$ cat config.mk
export PLATFORM = sky130hd
export DESIGN_NAME = tt_sweep_capture_flat
export DESIGN_NICKNAME = d
export VERILOG_FILES = /design/src/rtl/tt_sweep_capture_if.sv /design/src/rtl/tt_sweep_capture.sv /design/src/flat_wrapper.sv
export SDC_FILE = /design/constraint.sdc
export NUM_CORES = 1
export LEC_CHECK = 0
export CORE_ASPECT_RATIO = 1.5
export CORE_MARGIN = 4
export CORE_UTILIZATION = 24
export CTS_CLUSTER_DIAMETER = 80
export DETAILED_ROUTE_END_ITERATION = 8
export GPL_TIMING_DRIVEN = 0
export HOLD_SLACK_MARGIN = 0.12
export PLACE_DENSITY = 0.41
export SLEW_MARGIN = 20
export SYNTH_ARGS = -nofsm -noshare
export SYNTH_HDL_FRONTEND = slang
export SYNTH_SLANG_ARGS = --single-unit
$ cat constraint.sdc
create_clock -name clk -period 6.4 [get_ports clk]
set_input_delay 1.28 -clock clk [delete_from_list [all_inputs] [get_ports clk]]
set_output_delay 1.28 -clock clk [all_outputs]
set_load 0.01 [all_outputs]
$ cat src/rtl/tt_sweep_capture_if.sv
// Bundle between tt_sweep_capture (slave) and its requester/function-under-test side (master).
// The ones count is carried only when TT_SWEEP_ONES_COUNT_EN is defined.
interface tt_sweep_capture_if;
    logic         start;
    logic         x0;
    logic         x1;
    logic         x2;
    logic         x3;
    logic         x4;
    logic         x5;
    logic         x6;
    logic         f_in;
    logic         busy;
    logic [127:0] tt;
    logic         tt_valid;
    logic         tt_ready;
`ifdef TT_SWEEP_ONES_COUNT_EN
    logic [7:0]   ones;

    modport slave (
        input  start, f_in, tt_ready,
        output x0, x1, x2, x3, x4, x5, x6, busy, tt, tt_valid, ones
    );
    modport master (
        output start, f_in, tt_ready,
        input  x0, x1, x2, x3, x4, x5, x6, busy, tt, tt_valid, ones
    );
`else
    modport slave (
        input  start, f_in, tt_ready,
        output x0, x1, x2, x3, x4, x5, x6, busy, tt, tt_valid
    );
    modport master (
        output start, f_in, tt_ready,
        input  x0, x1, x2, x3, x4, x5, x6, busy, tt, tt_valid
    );
`endif
endinterface

$ cat src/rtl/tt_sweep_capture.sv
// Sweeps all 128 input vectors of a 7-input function and assembles its truth table.
// Optional minterm counter on the ones port: define TT_SWEEP_ONES_COUNT_EN.
module tt_sweep_capture #(
    parameter int unsigned LATENCY = 0  // pipeline depth of the function under test, 0..7
) (
    input  logic               clk,
    input  logic               rst,
    tt_sweep_capture_if.slave  bus
);

    typedef enum logic [1:0] {
        IDLE,
        SWEEP,
        DRAIN,
        HOLD
    } state_t;

    state_t       state;
    logic [6:0]   drv;
    logic [6:0]   smp;
    logic [2:0]   lag;
    logic [127:0] tt_q;
    logic         busy_q;
    logic         valid_q;
    logic         cap;
`ifdef TT_SWEEP_ONES_COUNT_EN
    logic [7:0]   ones_q;
`endif

    // Sampling starts once lag has counted off the function's pipeline depth.
    assign cap = busy_q && (lag == 3'(LATENCY));

    always_ff @(posedge clk or posedge rst) begin
        if (rst) begin
            state   <= IDLE;
            drv     <= '0;
            smp     <= '0;
            lag     <= '0;
            tt_q    <= '0;
            busy_q  <= 1'b0;
            valid_q <= 1'b0;
`ifdef TT_SWEEP_ONES_COUNT_EN
            ones_q  <= '0;
`endif
        end else begin
            case (state)
                IDLE: begin
                    if (bus.start) begin
                        state  <= SWEEP;
                        drv    <= '0;
                        smp    <= '0;
                        lag    <= '0;
                        tt_q   <= '0;
                        busy_q <= 1'b1;
`ifdef TT_SWEEP_ONES_COUNT_EN
                        ones_q <= '0;
`endif
                    end
                end
                SWEEP, DRAIN: begin
                    // drv wraps to 0 after 127, which is exactly the idle/drain vector
                    if (state == SWEEP) drv <= drv + 7'd1;
                    if (lag != 3'(LATENCY)) lag <= lag + 3'd1;
                    if (cap) begin
                        tt_q[smp] <= bus.f_in;
                        smp       <= smp + 7'd1;
`ifdef TT_SWEEP_ONES_COUNT_EN
                        ones_q    <= ones_q + 8'(bus.f_in);
`endif
                    end
                    if (cap && (smp == 7'd127)) begin
                        state   <= HOLD;
                        busy_q  <= 1'b0;
                        valid_q <= 1'b1;
                    end else if ((state == SWEEP) && (drv == 7'd127)) begin
                        state <= DRAIN;
                    end
                end
                HOLD: begin
                    if (bus.tt_ready) begin
                        state   <= IDLE;
                        valid_q <= 1'b0;
                    end
                end
                default: state <= IDLE;
            endcase
        end
    end

    assign bus.x0       = drv[0];
    assign bus.x1       = drv[1];
    assign bus.x2       = drv[2];
    assign bus.x3       = drv[3];
    assign bus.x4       = drv[4];
    assign bus.x5       = drv[5];
    assign bus.x6       = drv[6];
    assign bus.busy     = busy_q;
    assign bus.tt       = tt_q;
    assign bus.tt_valid = valid_q;
`ifdef TT_SWEEP_ONES_COUNT_EN
    assign bus.ones     = ones_q;
`endif

endmodule
$ cat src/flat_wrapper.sv
// flat-port wrapper written by rule: the top's interface ports become plain ports
module tt_sweep_capture_flat 
#(
    parameter int unsigned LATENCY = 0                                                    
)
  (clk, rst, bus_start, bus_f_in, bus_tt_ready, bus_x0, bus_x1, bus_x2, bus_x3, bus_x4, bus_x5, bus_x6, bus_busy, bus_tt, bus_tt_valid);
  tt_sweep_capture_if bus_i ();
  input  logic clk;
  input  logic rst;
  input wire logic [$bits(bus_i.start)-1:0] bus_start;
  input wire logic [$bits(bus_i.f_in)-1:0] bus_f_in;
  input wire logic [$bits(bus_i.tt_ready)-1:0] bus_tt_ready;
  output wire logic [$bits(bus_i.x0)-1:0] bus_x0;
  output wire logic [$bits(bus_i.x1)-1:0] bus_x1;
  output wire logic [$bits(bus_i.x2)-1:0] bus_x2;
  output wire logic [$bits(bus_i.x3)-1:0] bus_x3;
  output wire logic [$bits(bus_i.x4)-1:0] bus_x4;
  output wire logic [$bits(bus_i.x5)-1:0] bus_x5;
  output wire logic [$bits(bus_i.x6)-1:0] bus_x6;
  output wire logic [$bits(bus_i.busy)-1:0] bus_busy;
  output wire logic [$bits(bus_i.tt)-1:0] bus_tt;
  output wire logic [$bits(bus_i.tt_valid)-1:0] bus_tt_valid;
  assign bus_i.start = bus_start;
  assign bus_i.f_in = bus_f_in;
  assign bus_i.tt_ready = bus_tt_ready;
  assign bus_x0 = bus_i.x0;
  assign bus_x1 = bus_i.x1;
  assign bus_x2 = bus_i.x2;
  assign bus_x3 = bus_i.x3;
  assign bus_x4 = bus_i.x4;
  assign bus_x5 = bus_i.x5;
  assign bus_x6 = bus_i.x6;
  assign bus_busy = bus_i.busy;
  assign bus_tt = bus_i.tt;
  assign bus_tt_valid = bus_i.tt_valid;
  tt_sweep_capture #(.LATENCY(LATENCY)) u_core (.clk(clk), .rst(rst), .bus(bus_i));
endmodule
# --- Word-level counts from Yosys, hierarchy flattened ---
# Cells that the tools add are included.
totals:
  in_bits: 5
  output_inout_bits: 137
  register_bits: 149
op_classes:
  add_sub_neg: 3
  order_cmp: 2
  eq_ne: 12
  mux: 25
  reduce_logical: 16
op_table:
  columns: ["cell", "n"]
  rows:
  - ["two-way mux 128 bit", 2]
  - ["case mux 128 bit (2 select lines)", 1]
  - ["bitwise mux 128 bit", 1]
  - ["case mux 7 bit (2 select lines)", 2]
  - ["two-way mux 7 bit", 3]
  - ["AND reduction 3 bit", 6]
  - ["adder 7 x 1 -> 7 bit (second input constant)", 2]
  - ["equality test 7 bit (second input constant)", 2]
  - ["< comparator 7 x 8 -> 1 bit (second input constant)", 1]
  - ["two-way mux 2 bit", 4]
  - ["inequality test 2 x 1 -> 1 bit (second input constant)", 4]
  - ["demux 1 bit (select 7 bit)", 1]
  - [">= comparator 7 x 1 -> 1 bit (second input constant)", 1]
  - ["two-way mux 3 bit", 2]
  - ["case mux 2 bit (3 select lines)", 1]
  - ["case mux 3 bit (2 select lines)", 1]
  - ["two-way mux 1 bit", 5]
  - ["equality test 2 bit (second input constant)", 2]
  - ["logical AND 1 bit", 4]
  - ["inequality test 2 bit (second input constant)", 2]
  - ["case mux 1 bit (2 select lines)", 2]
  - ["nonzero test 2 bit", 2]
  - ["adder 3 x 1 -> 3 bit (second input constant)", 1]
  - ["logical NOT 3 bit", 1]
  - ["5 further kinds", 5]

# --- Logic depth before layout (Yosys ltp) ---
# Gate-level depths: netlist of the first run.
logic_depth:
  depth_word: 7
  mapped_depth: 9
  ltp_nobuf: 6

# --- Worst setup path before layout of the first run ---
# OpenSTA, ideal clock, no wires.
synth_path:
  kind: "input to register"
  start: "input port bus_start"
  end: "register u_core.smp[2]"
  arrival_ns: 2.222
  path_buffers: 2
  required_time_ns: 6.280
  cell_stages: 5
  setup_time_ns: 0.120
  setup_slack_ns: 4.058
  path_cell_list: "mux2i_2 buf_4 a21oi_4 buf_2 a31o_2"
synth_via:
  elab_chain_len: 2
synth_lines:
  columns: ["item", "line", "text"]
  rows:
  - ["start: declaration", "flat_wrapper.sv:10", "input wire logic [$bits(bus_i.start)-1:0] bus_start;"]
  - ["inequality test 2 bit (no source line)", null, null]
  - ["AND reduction 3 bit (no source line)", null, null]
  - ["end signal: assignment", "tt_sweep_capture.sv:66", "smp <= smp + 7'd1;"]
  - ["end: declaration", "tt_sweep_capture.sv:20", "logic [6:0] smp;"]
# Every way passes these cells.
# A chain may end at the register's enable or synchronous reset.

# --- Final worst setup path of the first run ---
layout_path:
  start: "input port bus_start"
  end: "register u_core.tt_q[9] (netlist: u_core.bus.tt[9])"
layout_via:
  elab_chain_len: 2
layout_lines:
  columns: ["item", "line", "text"]
  rows:
  - ["inequality test 2 bit (no source line)", null, null]
  - ["AND reduction 3 bit (no source line)", null, null]
  - ["end signal: indexed assignment", "tt_sweep_capture.sv:65", "tt_q[smp] <= bus.f_in;"]
  - ["end: declaration", "tt_sweep_capture.sv:22", "logic [127:0] tt_q;"]
# Every way passes these cells.

==> results.md, run 1 <==
* Mapped cell area at 7410 µm²
* RSZ-0062 raised after global routing: no
* Critical Path AT at 3.53 ns
* Worst-path fanout max at 10
* Most frequent cells in the layout: dfrtp_1 (149), clkdlybuf4s50_1 (141), o21ai_0 (135)
* Register area at 3730 µm²
* Hold_ws at 0.497 ns
* Max stage delay on crit path at 0.60 ns
* Largest net degree at the start of global routing at 94
* Hold-critical path depth at 1
* Port buffer count at 141
* Die Ht at 223 µm
* DIE AREA at 33800 µm²
* Post-synth EDFFs at 0
* Aggregate global-route resource usage at 17.8%
* HP Class: flop to flop
* WP data required at 6.70 ns
* Fin util at 32.7%
* Hold_sp: u_core.bus.tt[54]
* Crit path cell chain: clkdlybuf4s50_1 > and3b_1 > clkbuf_1 > clkbuf_1 > a21oi_1 > o21ai_0 > o21ai_0
* WL final at 29700 µm
* Path depth of the worst reg2reg path at 9
* Worst-Margin Slew at 0.948 ns
* Syn nets at 751
* Critical path buffers and inverters at 3
* First-pass GRT wire length at 44400 µm
* RR Startpoint: u_core.state[0]
* Ports at 142
* Initial core utilization at 24.4%
* Most common cell after layout, fill and taps aside: dfrtp_1
* Die outline width at 151 µm
* Clk_skew at 0.00900 ns
* Synth Instances at 737
* CTS tree: done
* Prevailing post-synth register cell: dfrtp_1
* CP top delay family: buffers and inverters
* Slew Viols, Final at 0
* Status: completed
* Seq cells post-synth at 149
* Row count at 78
* Final setup viols at 0
* Final GP Congestion at 0.786
* Pwr dens at 199 nW/µm²
* Synth warn at 0
* Root buffer cell: clkbuf_16
* Share of post-route cells with drive strength above 1 at 10.1%
* Post-synth ARST share at 100%
* N_diodes at 0
* Vias in the first global route at 6679
* H-tree levels at 4
* Initial antenna violation count at 0
* Final #Nets at 912
* Register area share after synthesis at 50.3%
* Crit path launch: bus_start
* Post-CTS setup buffer count at 0
* Hold-fix buffers, CTS at 0
* Tot Pwr at 0.00198 W
* # DRC at 0
* Crit share post-route at 50.5%
* Fmax at 0.310 GHz
* WP depth at 7
* Routed WL per cell at 22.6 µm
* Avg Cell Area, Syn at 10.1 µm²
* Final hold violations at 0
* Max-Cap Viols at 0
* Distinct cells, synth at 70
* Critical path's slowest cell: clkbuf_1
* Kind of critical path: input port to flop
* Vias at 6505
* Area growth syn-to-layout at 34.0%
* Min Tclk post-route at 3.23 ns
* Multi-input logic area at 3240 µm²
* Worst-skew pair later-pin latency at 0.44 ns
* Antenna Nets Post-Route at 0
* First drt pass iteration count at 6
* CTS max path bufs at 2
* DRT iter0 DRCs at 439
* Via-to-Cell Ratio at 4.96
* Critical path launch point type: input port
* Fillers at 3121
* Crit path capture type: flop
* CTS clock-pin slew for the worst setup and hold paths at 0.07 ns
* CTS resizes at 0
* CTS Buf Count at 17
* Worst vdd ir at 176 µV
* Sink Count at 149
* Relative slew slack at 36.6%
* Core ar. at 30400 µm²
* GRT Residual Overflow at 0
* HPWL after DPL at 21900 µm
* LEAKAGE at 3.93 nW
## power by group
group	total, W	switching (W)	internal, W
sequential	0.000942	0	0.000942
combinational	0.0000288	0.0000242	0.00000465
clock	0.00101	0.000430	0.000579
total	0.00198	0.000454	0.00153
## metal layers
metal  wire length [µm]  part of all wire, %  global-route usage [%]  vias to the layer above
met2              15900                   54                    31.5                      128
met3                946                  3.2                    2.95                       23
li1                   -                    -                       -                     3067
met1              12300                   41                    22.1                     3287
met4                527                  1.8                    5.04                        0
met5                  0                    0                       0                        -
## cells by family after synthesis
| group | count (synthesis) | synth area share (%) |
|---|---|---|
| AOI/OAI and AO/OA | 334 | 29.1 |
| DFF | 149 | 50.3 |
| and+or+nand+nor | 143 | 11.7 |
| buffers and inverters | 91 | 5.94 |
| adders and majority gates | 9 | 1.52 |
| xor gates and xnor gates | 7 | 0.827 |
| muxes | 4 | 0.608 |
## worst paths after layout
kind | slack (ns) | endpoint
max | 3.17 | u_core.bus.tt[9]
min | 0.50 | u_core.bus.tt[54]
max reg2reg | 3.60 | u_core.bus.tt[9]
min reg2reg | 0.50 | u_core.bus.tt[54]
max in group asynchronous | 4.28 | u_core.bus.tt[85]
min in group asynchronous | 1.36 | u_core.bus.tt[27]
## cell usage after synthesis (2+ instances only)
master | count | area [µm²]
dfrtp_1 | 149 | 3730
o21ai_0 | 135 | 676
nand2_1 | 54 | 203
clkbuf_1 | 44 | 165
a21oi_1 | 42 | 210
o211ai_1 | 38 | 285
o21a_1 | 25 | 188
a22o_1 | 24 | 210
o31ai_1 | 20 | 150
buf_2 | 19 | 95.1
inv_1 | 13 | 48.8
o21ai_1 | 13 | 65.1
nor2_1 | 12 | 45.0
o2bb2ai_1 | 12 | 105
nand3_1 | 10 | 50.1
ha_1 | 9 | 113
buf_4 | 8 | 60.1
nand2b_1 | 8 | 50.1
buf_6 | 6 | 67.6
nor3_1 | 6 | 30.0
or3_1 | 6 | 37.5
nand4bb_1 | 5 | 56.3
nand3b_1 | 4 | 30.0
o311ai_0 | 4 | 35.0
xnor2_1 | 4 | 35.0
nor2b_1 | 3 | 18.8
o311ai_1 | 3 | 26.3
or3b_1 | 3 | 26.3
xor2_1 | 3 | 26.3
and3b_1 | 2 | 17.5
and4b_1 | 2 | 20.0
and4bb_2 | 2 | 25.0
mux2i_1 | 2 | 20.0
nand4_1 | 2 | 12.5
nor2_2 | 2 | 12.5
nor3b_1 | 2 | 15.0
nor4_1 | 2 | 12.5
nor4b_2 | 2 | 30.0
o41ai_2 | 2 | 32.5
or2_1 | 2 | 12.5
or4_1 | 2 | 15.0
or4b_1 | 2 | 20.0
or4b_4 | 2 | 27.5
## flip-flops by register name, indices dropped and copies added (netlist names)
signal and flops:
u_core.bus.busy 1, u_core.bus.tt 128, u_core.bus.tt_valid 1, u_core.drv 7, u_core.lag 3, u_core.smp 7, u_core.state 2
## metrics by stage
step / cells / area (µm²) / setup TNS [ns] / setup WS [ns]
after global routing: 1311 / 9930 / 0 / 3.06
final: 1311 / 9930 / 0 / 3.17
after global placement: 1278 / 9320 / -225.98 / -1.53
after detailed placement: 1279 / 9360 / 0 / 2.71
after CTS: 1311 / 9930 / 0 / 3.17
after floorplan: 737 / 7410 / 0 / 1.11
## final cells by class
class	count	area share (%)
Clock buffer	18	4.42
Multi-Input combinational cell	497	32.6
Inverter	13	0.567
Tap cell	400	5.04
Clock inverter	14	1.37
Sequential cell	149	37.5
Buffer	78	3.94
Timing Repair Buffer	142	14.5
(Power assumes the default switching activity.)
==> run 2, diff against run 1 <==
Settings changed: PLACE_DENSITY 0.41 to 0.43.
Clock period 6.4 ns to 2.92 ns, I/O delays scaled along.
==> run 2 against run 1 <==
Clock skew rose by 0.0024 ns. Global-route usage barely moved. Via count rose by 1.1%. Clock power rose by 110%. Total power rose by 120%. Largest power group unchanged.
==> results.md, run 2 (same netlist as run 1, synthesis figures left out) <==
* Share of post-route cells with drive strength above 1 at 10.6% (was 10.1%)
* Max stage delay on crit path at 0.54 ns (was 0.60 ns)
* RSZ-0062 raised after global routing: no (unchanged)
* Die Ht at 223 µm (unchanged)
* Area growth syn-to-layout at 35.0% (was 34.0%)
* Min Tclk post-route at 2.61 ns
* Max-Cap Viols at 0 (unchanged)
* RR Startpoint: u_core.state[0] (unchanged)
* Most common cell after layout, fill and taps aside: dfrtp_1 (unchanged)
* WP data required at 3.27 ns (was 6.70 ns)
* Fin util at 33.0% (was 32.7%)
* Critical Path AT at 2.96 ns (was 3.53 ns)
* GRT met2 Usage at 32.5% (was 31.5%)
* Reg-to-Reg End: u_core.bus.tt[122] (was u_core.bus.tt[9])
* LEAKAGE at 3.97 nW (was 3.93 nW)
* Antenna Nets Post-Route at 0 (unchanged)
* CP top delay family: buffers and inverters (unchanged)
* Pwr dens at 430 nW/µm² (was 199 nW/µm²)
* WL final at 29400 µm (was 29700 µm)
* GRT Residual Overflow at 0 (unchanged)
* Hold_sp: u_core.bus.tt[97] (was u_core.bus.tt[54])
* Largest net degree at the start of global routing at 31 (was 94)
* Initial core utilization at 24.4% (unchanged)
* Clk_skew at 0.0114 ns (was 0.00900 ns)
* Status: completed (unchanged)
* Fmax at 0.384 GHz
* CTS clock-pin slew for the worst setup and hold paths at 0.06 ns (was 0.07 ns)
* Routed WL per cell at 22.4 µm (was 22.6 µm)
* DIE AREA at 33800 µm² (unchanged)
* Sink Count at 149 (unchanged)
* Register area at 3730 µm² (unchanged)
* Post-CTS setup buffer count at 0 (unchanged)
* Final #Nets at 916 (was 912)
* Kind of critical path: flop to flop (was input port to flop)
* Hold_ws at 0.496 ns (was 0.497 ns)
* Row count at 78 (unchanged)
* Endpoint, Worst Hold: u_core.bus.tt[97] (was u_core.bus.tt[54])
* HPWL after DPL at 22200 µm (was 21900 µm)
* Multi-input logic area at 3240 µm² (unchanged)
* Worst vdd ir at 378 µV (was 176 µV)
* Final GP Congestion at 0.804 (was 0.786)
* Worst-Margin Slew at 1.01 ns (was 0.948 ns)
* Path depth of the worst reg2reg path at 8 (was 9)
* Via-to-Cell Ratio at 5.00 (was 4.96)
* Crit share post-route at 89.3%
* Max reg flops at 128 (unchanged)
* CTS Buf Count at 17 (unchanged)
* Worst-skew pair later-pin latency at 0.43 ns (was 0.44 ns)
* Final hold violations at 0 (unchanged)
* Slew Viols, Final at 0 (unchanged)
* First-pass GRT wire length at 44900 µm (was 44400 µm)
* CTS max path bufs at 2 (unchanged)
* Hold-critical path depth at 1 (unchanged)
* Most frequent CP cell: inv_1
* Vias at 6575 (was 6505)
* Final setup viols at 0 (unchanged)
* Critical path's slowest cell: clkbuf_1 (unchanged)
* Most frequent cells in the layout: dfrtp_1 (149), clkdlybuf4s50_1 (141), o21ai_0 (135) (unchanged)
* Initial antenna violation count at 0 (unchanged)
* Vias in the first global route at 6877 (was 6679)
* Tot Pwr at 0.00431 W (was 0.00198 W)
* Critical path launch point type: flop (was input port)
* Fillers at 3199 (was 3121)
* Relative slew slack at 32.4% (was 36.6%)
* Reg2reg setup slack at 0.31 ns (was 3.60 ns)
* Ports at 142 (unchanged)
* Crit path cell chain: inv_1 > ha_1 > buf_2 > inv_1 > o21ai_2 > clkbuf_1 > o311ai_0 > o21ai_0 (was clkdlybuf4s50_1 > and3b_1 > clkbuf_1 > clkbuf_1 > a21oi_1 > o21ai_0 > o21ai_0)
* First drt pass iteration count at 6 (unchanged)
* GRT busiest layer: met2 (unchanged)
* Crit path capture type: flop (unchanged)
* CTS tree: done (unchanged)
* DRT iter0 DRCs at 339 (was 439)
* Aggregate global-route resource usage at 17.9% (was 17.8%)
* Worst-path fanout max at 10 (unchanged)
* Critical path buffers and inverters at 4 (was 3)
* N_diodes at 0 (unchanged)
* Port buffer count at 141 (unchanged)
* Core ar. at 30400 µm² (unchanged)
* HP Class: flop to flop (unchanged)
* H-tree levels at 4 (unchanged)
* Die outline width at 151 µm (unchanged)
* Root buffer cell: clkbuf_16 (unchanged)
* GR Util met1 at 21.6% (was 22.1%)
* # DRC at 0 (unchanged)
* Grt met3 use at 2.93% (was 2.95%)
==> run 2: cell count changes in the layout (fill, tap and decap cells not counted), sizes merged <==
cell / before / now
buf: 35 / 39
clkbuf: 62 / 65
clkinv: 7 / 5
bufinv: 2 / 1
==> run 2: stage by stage <==
step                instance area [µm²]  setup WS, ns  instances  TNS, ns
finish                            10000         0.313       1315        0
global route                      10000         0.110       1315        0
CTS                               10000         0.116       1315        0
detailed placement                 9430       -0.0462       1283  -0.0905
global placement                   9330         -1.15       1278  -168.27
floorplan                          7410         0.461        737        0
==> run 2: repair_timing <==
action                     CTS  global route
setup endpoints to repair    0             3
hold buffers                 0             0
gates resized for setup      0             4
==> run 2: metal layers <==
layer	vias to the layer above	wire length, µm
met5	-	0
met4	0	403
met3	21	1070
met2	144	16100
met1	3336	11900
li1	3074	-
==> run 2: worst max path at each step <==
stage,cells after the start,slack [ns],end,start
finish,8,0.31,u_core.bus.tt[122],u_core.state[0]
global route,9,0.11,u_core.bus.tt[8],u_core.state[0]
CTS,9,0.12,u_core.bus.tt[8],u_core.state[0]
detailed placement,7,-0.05,u_core.bus.tt[8],bus_start
global placement,2,-1.15,u_core.bus.tt[28],rst
floorplan,1,0.46,u_core.bus.busy,rst
==> run 2: layout make-up <==
| class | count | share of cell area, % |
|---|---|---|
| plain buffers | 78 | 3.94 |
| clock buffers | 21 | 4.70 |
| clock inverters | 11 | 1.01 |
| inverters | 13 | 0.525 |
| multi-input cells | 497 | 32.4 |
| flip-flops and latches | 149 | 37.3 |
| well taps | 400 | 5.00 |
| repair buffers | 146 | 15.2 |
==> run 2: where the power goes <==
part | switching [W] | total, W | internal [W] | leakage (nW)
combinational | 0.0000548 | 0.0000755 | 0.0000207 | 1.63
clock | 0.000927 | 0.00217 | 0.00124 | 0.271
sequential | 0 | 0.00206 | 0.00206 | 2.07
total | 0.000981 | 0.00431 | 0.00333 | 3.97
==> run 2: worst register-to-register path: cells and delay by family (launching register included) <==
family          cells  cell delay [ns]
flops               1             0.40
buf+inv             4             1.06
fa+ha+maj           1             0.28
compound gates      3             0.79
==> run 3, diff against run 2 <==
Settings changed: CORE_UTILIZATION 24 to 38, PLACE_DENSITY 0.43 to 0.62.
==> run 3 against run 2 <==
Via count grew 2.6%. Routed wire length fell by 14%. Clock-buffer cell count is 3 lower. Cell area down 1.7%. Combinational power decreased by 4.5%. Total power increased by 2.0%. Non-clock buffer count stayed put. Fmax shrank 1.6%. Hold slack got worse by 0.097 ns. Largest power group unchanged.
==> results.md, run 3 (same netlist as run 1, synthesis figures left out) <==
* Die outline width at 122 µm (was 151 µm)
* Crit path capture type: flop (unchanged)
* Via-to-Cell Ratio at 5.76 (was 5.00)
* Sink Count at 149 (unchanged)
* CTS tree: done (unchanged)
* RSZ-0062 raised after global routing: no (unchanged)
* Post-CTS setup buffer count at 0 (unchanged)
* Crit share post-route at 90.7% (was 89.3%)
* Internal power at 0.00332 W (was 0.00333 W)
* RR Startpoint: u_core.state[0] (unchanged)
* WL final at 25300 µm (was 29400 µm)
* First drt pass iteration count at 6 (unchanged)
* CTS resizes at 0 (unchanged)
* Clock share of power at 51.4% (was 50.3%)
* Max-Cap Viols at 0 (unchanged)
* Worst-skew pair later-pin latency at 0.43 ns (about the same)
* Hold-fix buffers, CTS at 0 (unchanged)
* Root buffer cell: clkbuf_16 (unchanged)
* Row count at 62 (was 78)
* Kind of critical path: flop to flop (unchanged)
* HP Class: input port to async pin (was flop to flop)
* Vias at 6747 (was 6575)
* WP data required at 3.21 ns (was 3.27 ns)
* H-tree levels at 4 (unchanged)
* Multi-input logic area at 3240 µm² (unchanged)
* P_sw at 0.00107 W (was 0.000981 W)
* Initial antenna violation count at 0 (unchanged)
* Fmax at 0.377 GHz (was 0.384 GHz)
* Aggregate global-route resource usage at 23.7% (was 17.9%)
* Grt met3 use at 3.09% (was 2.93%)
* Critical path launch point type: flop (unchanged)
* Most common cell after layout, fill and taps aside: dfrtp_1 (unchanged)
* CTS Buf Count at 17 (unchanged)
* Clk_skew at 0.0182 ns (was 0.0114 ns)
* PnR worst setup slack at 0.270 ns (was 0.313 ns)
* Path depth of the worst reg2reg path at 9 (was 8)
* Worst vdd ir at 382 µV (was 378 µV)
* Min Tclk post-route at 2.65 ns (was 2.61 ns)
* Reg-to-Reg End: u_core.bus.tt[9] (was u_core.bus.tt[122])
* DRT iter0 DRCs at 529 (was 339)
* Fillers at 1799 (was 3199)
* Max reg flops at 128 (unchanged)
* Pre-CTS WS at 0.123 ns (was -0.0462 ns)
* Port buffer count at 141 (unchanged)
* Antenna Nets Post-Route at 0 (unchanged)
* Routed WL per cell at 21.6 µm (was 22.4 µm)
* Largest net degree at the start of global routing at 35 (was 31)
* Register area at 3730 µm² (unchanged)
* DIE AREA at 21800 µm² (was 33800 µm²)
* # DRC at 0 (unchanged)
* GRT busiest layer: met2 (unchanged)
* Sw Ratio at 24.3% (was 22.8%)
* Core ar. at 19200 µm² (was 30400 µm²)
* GRT met2 Usage at 41.3% (was 32.5%)
* Ports at 142 (unchanged)
* Most frequent cells in the layout: dfrtp_1 (149), clkdlybuf4s50_1 (141), o21ai_0 (135) (unchanged)
* Logic gate share of total power at 1.6% (was 1.8%)
* Share of post-route cells with drive strength above 1 at 10.5% (was 10.6%)
* Final setup viols at 0 (unchanged)
* Hold_ws at 0.399 ns (was 0.496 ns)
* Initial core utilization at 38.7% (was 24.4%)
* GRT Residual Overflow at 0 (unchanged)
* LEAKAGE at 3.98 nW (was 3.97 nW)
* Die Ht at 179 µm (was 223 µm)
* N_diodes at 0 (unchanged)
* Area growth syn-to-layout at 32.8% (was 35.0%)
* Status: completed (unchanged)
* Pwr dens at 446 nW/µm² (was 430 nW/µm²)
* Relative slew slack at 38.6% (was 32.4%)
* HPWL after DPL at 18500 µm (was 22200 µm)
* Final hold violations at 0 (unchanged)
* Worst-Margin Slew at 0.919 ns (was 1.01 ns)
* Slew Viols, Final at 0 (unchanged)
* Final #Nets at 916 (unchanged)
* Worst-path fanout max at 10 (unchanged)
* CTS clock-pin slew for the worst setup and hold paths at 0.07 ns (was 0.06 ns)
* CTS max path bufs at 2 (unchanged)
* Reg2reg setup slack at 0.27 ns (was 0.31 ns)
* Critical Path AT at 2.94 ns (was 2.96 ns)
* Sequential power share at 47.0% (was 47.9%)
* GR Util met1 at 29.4% (was 21.6%)
* Final GP Congestion at 0.868 (was 0.804)
* Vias in the first global route at 6725 (was 6877)
* First-pass GRT wire length at 39400 µm (was 44900 µm)
-- run 3: critical path, stage by stage, from the launching register on --
cell and delay, ns:
dfrtp_1 0.40, inv_1 0.10, ha_1 0.29, buf_2 0.18, and3b_1 0.21, clkbuf_1 0.42
clkbuf_1 0.55, a21oi_1 0.10, o21ai_0 0.16, o21ai_0 0.10
-- run 3: layout make-up --
class | count | area share (%)
Sequential cell | 149 | 37.9
Multi-Input combinational cell | 497 | 33.0
Timing Repair Buffer | 146 | 15.4
Clock buffer | 18 | 4.46
Buffer | 78 | 3.98
Tap cell | 256 | 3.26
Clock inverter | 14 | 1.55
Inverter | 13 | 0.534
-- run 3: power groups by stage --
stage | Sequential, W | Clock [W] | Combinational (W)
detailed placement | 0.00210 | 0 | 0.0000750
global route | 0.00206 | 0.00236 | 0.0000823
finish | 0.00206 | 0.00226 | 0.0000721
global placement | 0.00210 | 0 | 0.0000584
floorplan | 0.00210 | 0 | 0.0000358
CTS | 0.00206 | 0.00226 | 0.0000753
-- run 3: through the flow --
step,instance area [µm²],TNS [ns],utilization [%],total power (W),cells
4_1_cts,9840,0,51.3,0.00440,1171
6_report,9840,0,51.3,0.00439,1171
5_1_grt,9840,0,51.3,0.00450,1171
3_3_place_gp,9150,-137.72,47.7,0.00216,1134
3_5_place_dp,9250,0,48.3,0.00218,1139
2_1_floorplan,7410,0,-,0.00214,737
-- run 3: how the worst max path moves through the flow --
stage | startpoint | slack [ns] | to | depth (start not counted)
after CTS | u_core.state[0] | 0.30 | u_core.bus.tt[9] | 9
after global placement | rst | -0.94 | u_core.bus.tt[2] | 2
after floorplan | rst | 0.46 | u_core.bus.busy | 1
after detailed placement | bus_start | 0.12 | u_core.bus.tt[9] | 7
after global routing | u_core.state[0] | 0.11 | u_core.bus.tt[7] | 8
final | u_core.state[0] | 0.27 | u_core.bus.tt[9] | 9
-- run 3: metal layers --
metal,vias up,share of wire [%]
li1,3067,-
met1,3336,40
met2,285,51
met3,59,5.1
met4,0,3.7
met5,-,0
